`src/rtl/smag_delta_recon_if.sv`:
```
// rtl/smag_delta_recon_if.sv - stream and status bundle for the delta reconstructor
//   in_valid/in_ready/in_load/in_data          : upstream word channel
//   out_valid/out_ready/out_data/out_last/out_clip : reconstructed sample channel
//   err_seq                                    : sticky sequence-error flag
//   slave  : the reconstructor's view
//   master : the environment's view
interface smag_delta_recon_if #(
  parameter int WIDTH = 8
);
  logic             in_valid;
  logic             in_ready;
  logic             in_load;
  logic [WIDTH:0]   in_data;
  logic             out_valid;
  logic             out_ready;
  logic [WIDTH-1:0] out_data;
  logic             out_last;
  logic             out_clip;
  logic             err_seq;

  modport slave (
    input  in_valid, in_load, in_data, out_ready,
    output in_ready, out_valid, out_data, out_last, out_clip, err_seq
  );

  modport master (
    output in_valid, in_load, in_data, out_ready,
    input  in_ready, out_valid, out_data, out_last, out_clip, err_seq
  );
endinterface

```
`src/rtl/smag_delta_recon.sv`:
```
// rtl/smag_delta_recon.sv - sign-magnitude delta decoder with saturation and line framing
//   clk : rising-edge clock
//   rst : asynchronous active-high reset
//   io  : smag_delta_recon_if.slave (input words, output samples, err_seq)
module smag_delta_recon #(
  parameter int WIDTH    = 8,
  parameter int LINE_LEN = 640
) (
  input  logic                clk,
  input  logic                rst,
  smag_delta_recon_if.slave   io
);
  localparam int CNT_W = $clog2(LINE_LEN + 1);

  typedef enum logic {
    IDLE,
    RUN
  } state_t;

  state_t           state, state_nxt;
  logic [CNT_W-1:0] cnt, cnt_nxt, cnt_inc;
  logic [WIDTH-1:0] acc, acc_nxt;
  logic             valid_q, valid_nxt;
  logic             last_q, last_nxt;
  logic             clip_q, clip_nxt;
  logic             err_q, err_nxt;

  logic             accept;
  logic [WIDTH+1:0] sum;
  logic [WIDTH-1:0] delta_val;
  logic             delta_clip;

  assign io.in_ready  = !valid_q || io.out_ready;
  assign accept       = io.in_valid && io.in_ready;
  assign io.out_valid = valid_q;
  // The accumulator is the last emitted sample, so it doubles as out_data.
  assign io.out_data  = acc;
  assign io.out_last  = last_q;
  assign io.out_clip  = clip_q;
  assign io.err_seq   = err_q;

  // Counter is 0 whenever IDLE, so a plain increment yields 1 for the first word.
  assign cnt_inc = cnt + CNT_W'(1);

  // Two extra bits: bit WIDTH+1 flags underflow, bit WIDTH flags overflow.
  // Negative zero subtracts nothing and so needs no special case.
  always_comb begin
    if (io.in_data[WIDTH])
      sum = {2'b00, acc} - {2'b00, io.in_data[WIDTH-1:0]};
    else
      sum = {2'b00, acc} + {2'b00, io.in_data[WIDTH-1:0]};
  end

  always_comb begin
    delta_val  = sum[WIDTH-1:0];
    delta_clip = 1'b0;
    if (sum[WIDTH+1]) begin
      delta_val  = '0;
      delta_clip = 1'b1;
    end else if (sum[WIDTH]) begin
      delta_val  = '1;
      delta_clip = 1'b1;
    end
  end

  always_comb begin
    state_nxt = state;
    cnt_nxt   = cnt;
    acc_nxt   = acc;
    last_nxt  = last_q;
    clip_nxt  = clip_q;
    err_nxt   = err_q;
    valid_nxt = valid_q;

    if (accept) begin
      valid_nxt = 1'b1;
    end else if (io.out_ready) begin
      valid_nxt = 1'b0;
    end

    if (accept) begin
      if (io.in_load) begin
        acc_nxt  = io.in_data[WIDTH-1:0];
        clip_nxt = 1'b0;
      end else begin
        acc_nxt  = delta_val;
        clip_nxt = delta_clip;
      end

      // A delta with no base in place is still applied, but flagged.
      if (state == IDLE && !io.in_load) begin
        err_nxt = 1'b1;
      end

      // A mid-line load only reloads acc; framing is purely by count.
      if (cnt_inc == CNT_W'(LINE_LEN)) begin
        last_nxt  = 1'b1;
        cnt_nxt   = '0;
        state_nxt = IDLE;
      end else begin
        last_nxt  = 1'b0;
        cnt_nxt   = cnt_inc;
        state_nxt = RUN;
      end
    end
  end

  always_ff @(posedge clk or posedge rst) begin
    if (rst) begin
      state   <= IDLE;
      cnt     <= '0;
      acc     <= '0;
      valid_q <= 1'b0;
      last_q  <= 1'b0;
      clip_q  <= 1'b0;
      err_q   <= 1'b0;
    end else begin
      state   <= state_nxt;
      cnt     <= cnt_nxt;
      acc     <= acc_nxt;
      valid_q <= valid_nxt;
      last_q  <= last_nxt;
      clip_q  <= clip_nxt;
      err_q   <= err_nxt;
    end
  end
endmodule

```
`src/flat_wrapper.sv`:
```
// flat-port wrapper written by rule: the top's interface ports become plain ports
module smag_delta_recon_flat 
#(
  parameter int WIDTH    = 8,
  parameter int LINE_LEN = 640
)
  (clk, rst, io_in_valid, io_in_load, io_in_data, io_out_ready, io_in_ready, io_out_valid, io_out_data, io_out_last, io_out_clip, io_err_seq);
  smag_delta_recon_if #(.WIDTH(WIDTH)) io_i ();
  input  logic clk;
  input  logic rst;
  input wire logic [$bits(io_i.in_valid)-1:0] io_in_valid;
  input wire logic [$bits(io_i.in_load)-1:0] io_in_load;
  input wire logic [$bits(io_i.in_data)-1:0] io_in_data;
  input wire logic [$bits(io_i.out_ready)-1:0] io_out_ready;
  output wire logic [$bits(io_i.in_ready)-1:0] io_in_ready;
  output wire logic [$bits(io_i.out_valid)-1:0] io_out_valid;
  output wire logic [$bits(io_i.out_data)-1:0] io_out_data;
  output wire logic [$bits(io_i.out_last)-1:0] io_out_last;
  output wire logic [$bits(io_i.out_clip)-1:0] io_out_clip;
  output wire logic [$bits(io_i.err_seq)-1:0] io_err_seq;
  assign io_i.in_valid = io_in_valid;
  assign io_i.in_load = io_in_load;
  assign io_i.in_data = io_in_data;
  assign io_i.out_ready = io_out_ready;
  assign io_in_ready = io_i.in_ready;
  assign io_out_valid = io_i.out_valid;
  assign io_out_data = io_i.out_data;
  assign io_out_last = io_i.out_last;
  assign io_out_clip = io_i.out_clip;
  assign io_err_seq = io_i.err_seq;
  smag_delta_recon #(.WIDTH(WIDTH), .LINE_LEN(LINE_LEN)) u_core (.clk(clk), .rst(rst), .io(io_i));
endmodule
```
`config.mk`:
```
export PLATFORM = sky130hd
export DESIGN_NAME = smag_delta_recon_flat
export DESIGN_NICKNAME = d
export VERILOG_FILES = /design/src/rtl/smag_delta_recon_if.sv /design/src/rtl/smag_delta_recon.sv /design/src/flat_wrapper.sv
export SDC_FILE = /design/constraint.sdc
export NUM_CORES = 1
export LEC_CHECK = 0
export CORE_UTILIZATION = 28
export DETAILED_ROUTE_END_ITERATION = 6
export GPL_ROUTABILITY_DRIVEN = 0
export GPL_TIMING_DRIVEN = 0
export PLACE_DENSITY = 0.57
export SYNTH_ARGS = -nofsm -noshare
export SYNTH_HDL_FRONTEND = slang
export SYNTH_SLANG_ARGS = --single-unit
```
`constraint.sdc`:
```
create_clock -name clk -period 4.6 [get_ports clk]
set_input_delay 0.92 -clock clk [delete_from_list [all_inputs] [get_ports clk]]
set_output_delay 0.92 -clock clk [all_outputs]
set_load 0.1 [all_outputs]
```
# Yosys cells after proc, flatten, opt, wreduce, memory -nomap -nowiden
# Index checks and enable logic that the tools add are counted.
# classes
n_reduce_logical	7
bitwise	1
muxes	12
n_eq_ne	1
n_addsub	3
# ops
cell	count
$mux W8	3
$mux W10	2
$add A10 B1 Y10 const B	1
$eq A10 B10 Y1 const B	1
$add A8 B8 Y9	1
$sub A8 B8 Y9	1
$mux W1	7
$logic_and A1 B1 Y1	2
$logic_not A1 Y1	2
$reduce_and A2 Y1	1
$reduce_bool A2 Y1	1
$logic_or A1 B1 Y1	1
$not A1 Y1	1
# word_totals
register_bits	23

# Logic depth before layout (Yosys ltp)
# logic_depth
word_depth	5
depth_mapped	9

# Least setup slack after synthesis
# Ideal clock, no wire load.
# synth_path
path_kind	register -> register
from	register u_core.valid_q, in the netlist u_core.io.out_valid
to	register u_core.acc[7], in the netlist u_core.io.out_data[7]
required_ps	4506
setup_slack_ps	1719
path_buffers	2
arrival_ps	2787
path_stages_with_launch	6
cell_sequence	dfrtp_1 -> nand2b_1 -> and2_2 -> buf_6 -> clkbuf_1 -> a221oi_2
# synth_between
elab_chain_len	3
# synth_rtl
element	line_no	rtl
start: declaration	smag_delta_recon.sv:23	logic valid_q, valid_nxt;
start signal: assignment	smag_delta_recon.sv:121	valid_q <= valid_nxt;
$logic_not A1 Y1	smag_delta_recon.sv:33	assign io.in_ready = !valid_q || io.out_ready;
$logic_or A1 B1 Y1	smag_delta_recon.sv:33	
net io_in_ready	flat_wrapper.sv:15	output wire logic [$bits(io_i.in_ready)-1:0] io_in_ready;
$logic_and A1 B1 Y1	smag_delta_recon.sv:34	assign accept = io.in_valid && io.in_ready;
end signal: assignment	smag_delta_recon.sv:120	acc <= acc_nxt;
end: declaration	smag_delta_recon.sv:22	logic [WIDTH-1:0] acc, acc_nxt;
# The timed path passes the listed nets, and every way through them passes these cells.
# A chain may end at the register's enable or synchronous reset.

# Worst setup path after layout
# layout_path
from	input io_out_ready
to	output io_in_ready
# layout_between
elab_chain_len	1
# layout_rtl
element	line_no	rtl
start: declaration	flat_wrapper.sv:14	input wire logic [$bits(io_i.out_ready)-1:0] io_out_ready;
$logic_or A1 B1 Y1	smag_delta_recon.sv:33	
end: declaration	flat_wrapper.sv:15	
# No other way between the ends.

==> results.sh <==
export IMPL_status="finished clean"
export IMPL_max_freq_ghz=0.278
export IMPL_clkLatencyLatePin_ns=0.26
export IMPL_critPathArrivalTime_ns=2.68
export IMPL_synthFlopType="dfrtp_1"
export IMPL_die_h_um=85.7
export IMPL_synthTopCellsByArea="dfrtp_1 29%, ha_1 11%, a21oi_1 4.8%"
export IMPL_die_area_um2=7350
export IMPL_dr_first_iter_drc_count=119
export IMPL_io_pins=27
export IMPL_busiest_layer="met2"
export IMPL_overflow=0
export IMPL_grt_use_met3=0.0269
export IMPL_required_ns=3.68
export IMPL_grt_pass1_wl_um=7890
export IMPL_final_layout_size_suffix_gt1_frac=0.0853
export IMPL_num_rows=30
export IMPL_avgSynthCellArea_um2=8.57
export IMPL_ys_top_cells_by_count="23 x dfrtp_1, 22 x nor2_1, 19 x a21oi_1"
export IMPL_n_antenna_cell=0
export IMPL_critical_path_max_fanout=4
export IMPL_routed_via_count=1683
export IMPL_worst_pin_slew_ns=0.973
export IMPL_fillers=693
export IMPL_via_per_inst=4.75
export IMPL_wirelength_um=4650
export IMPL_ys_seq_area_frac=0.293
export IMPL_yosys_area_top_type="dfrtp_1"
export IMPL_detail_route_wl_per_cell_um=13.1
export IMPL_port_buffers=25
export IMPL_grt_max_degree=24
export IMPL_power_density_nw_per_um2=504
export IMPL_synth_seq_cells=23
export IMPL_clkTransAtPathRegs_ns=0.08
export IMPL_initial_utilization=0.289
export IMPL_max_vdd_ir_drop_v=0.000300
export IMPL_clock_skew_ns=0.000959
export IMPL_ys_warn_count=0
export IMPL_tns_ns=0
export IMPL_finalSetupViolCount=0
export IMPL_synth_edf_count=0
export IMPL_htree_levels=1
export IMPL_clock_path_buffers=2
export IMPL_syn_nets=262
export IMPL_grt_pass1_vias=1582
export IMPL_synthArstFlopShare=1.00
export IMPL_end_kind="primary output"
export IMPL_cts_buffers=3
export IMPL_syn_area_um2=1960
export IMPL_hold_viol=0
export IMPL_drv_slew=0
export IMPL_ctsHoldBuffers=0
export IMPL_hp_class="reg2reg"
export IMPL_worstSetupPathType="in2out"
export IMPL_dpl_hpwl_um=3490
export IMPL_period_minus_slack_ns=3.60
export IMPL_fin_crit_sh=0.782
export IMPL_rsz0062_at_grt="false"
export IMPL_startpoint_type="input port"
export IMPL_grt_use_met1=0.202
export IMPL_cts_resized=0
export IMPL_antenna_found_initial=0
export IMPL_cts_root_buf="clkbuf_8"
export IMPL_drv_cap=0
export IMPL_yosysMostFrequentCell="dfrtp_1"
export IMPL_p_leak_uw=0.00102
export IMPL_antenna_left=0
export IMPL_total_power_uw=1200
export IMPL_dr_pass1_iters=4
export IMPL_track_usage=0.135
export IMPL_syn_inst=229
export IMPL_use_met2=0.202
export IMPL_drcViolationCount=0
export IMPL_clock_sinks=23
export IMPL_die_w_um=85.7
export IMPL_post_cts_buffers=0
export IMPL_area_delta_synth_final_pct=21.2
export IMPL_synth_top_area_frac=0.293
export IMPL_core_area_um2=6790
export IMPL_timing_slew_headroom=0.349
export IMPL_ys_types=50
export IMPL_fin_nets=292
export IMPL_cts_tree="yes"
-- placed cells by master, fill, tap and decap left out, types with 8 or more instances in the layout --
| cell type | synthesis | final |
|---|---|---|
| inv_1 | 18 | 18 |
| xnor2_1 | 8 | 8 |
| clkdlybuf4s50_1 | 0 | 25 |
| dfrtp_1 | 23 | 23 |
| ha_1 | 17 | 17 |
| nor2_1 | 22 | 22 |
| a21oi_1 | 19 | 19 |
| nand2_1 | 18 | 18 |
| o21ai_0 | 14 | 14 |
-- sequential cells by signal (all words and copies together), names as in the netlist --
register             cells
u_core.state             1
u_core.io.out_data       8
u_core.io.out_last       1
u_core.io.err_seq        1
u_core.cnt              10
u_core.io.out_clip       1
u_core.io.out_valid      1
-- power breakdown --
part | switching [uW] | internal [uW]
sequential | 62.7 | 260
combinational | 493 | 256
clock | 67.7 | 60.5
total | 624 | 576
-- kinds of logic after synthesis --
group	after synthesis	share of synthesized area
and+or+nand+nor	76	0.198
AOI/OAI and AO/OA	67	0.233
buffers and inverters	29	0.0778
DFF	23	0.293
adders and majority gates	19	0.129
xor gates and xnor gates	12	0.0536
muxes	3	0.0153
-- path summary, 6_finish.rpt --
path	start	end	slack (ns)	depth (start not counted)
min in group asynchronous	rst	u_core.io.out_data[2]	1.14	2
hold / removal	u_core.io.err_seq	u_core.io.err_seq	0.46	1
hold reg to reg	u_core.io.err_seq	u_core.io.err_seq	0.46	1
setup / recovery	io_out_ready	io_in_ready	1.00	3
setup reg to reg	u_core.io.out_data[0]	u_core.io.out_data[3]	2.23	9
max in group asynchronous	rst	u_core.io.out_data[7]	2.92	2
-- worst max-delay path, cell delays in order --
cell	delay, ns
clkdlybuf4s50_1	0.45
nand2b_1	0.16
clkdlybuf4s50_1	1.15
-- through the flow --
step / cell area (um^2) / hold WS [ns] / cells / setup WS (ns) / utilization
after floorplan: 1960 / 0.489 / 229 / 1.72 / -
after global placement: 2330 / 0.453 / 350 / 1.01 / 0.343
after detailed placement: 2330 / 0.446 / 350 / 1.00 / 0.343
after CTS: 2380 / 0.470 / 354 / 0.997 / 0.350
after global routing: 2380 / 0.486 / 354 / 0.966 / 0.350
final: 2380 / 0.464 / 354 / 1.00 / 0.350
-- layer usage --
layer | up-vias | wire length (um)
li1 | 865 | -
met1 | 784 | 2440
met2 | 32 | 1980
met3 | 2 | 207
met4 | 0 | 28
met5 | - | 0
-- area by class of cell --
type	count	area, um^2	share of cell area
multi-input cells	177	1230	0.519
flip-flops and latches	23	576	0.242
repair buffers	25	250	0.105
well taps	96	120	0.0505
plain buffers	11	85.1	0.0358
inverters	18	67.6	0.0284
clock buffers	3	41.3	0.0174
clock inverters	1	5.00	0.00210
Note: power is estimated with default switching activity, not from simulation.
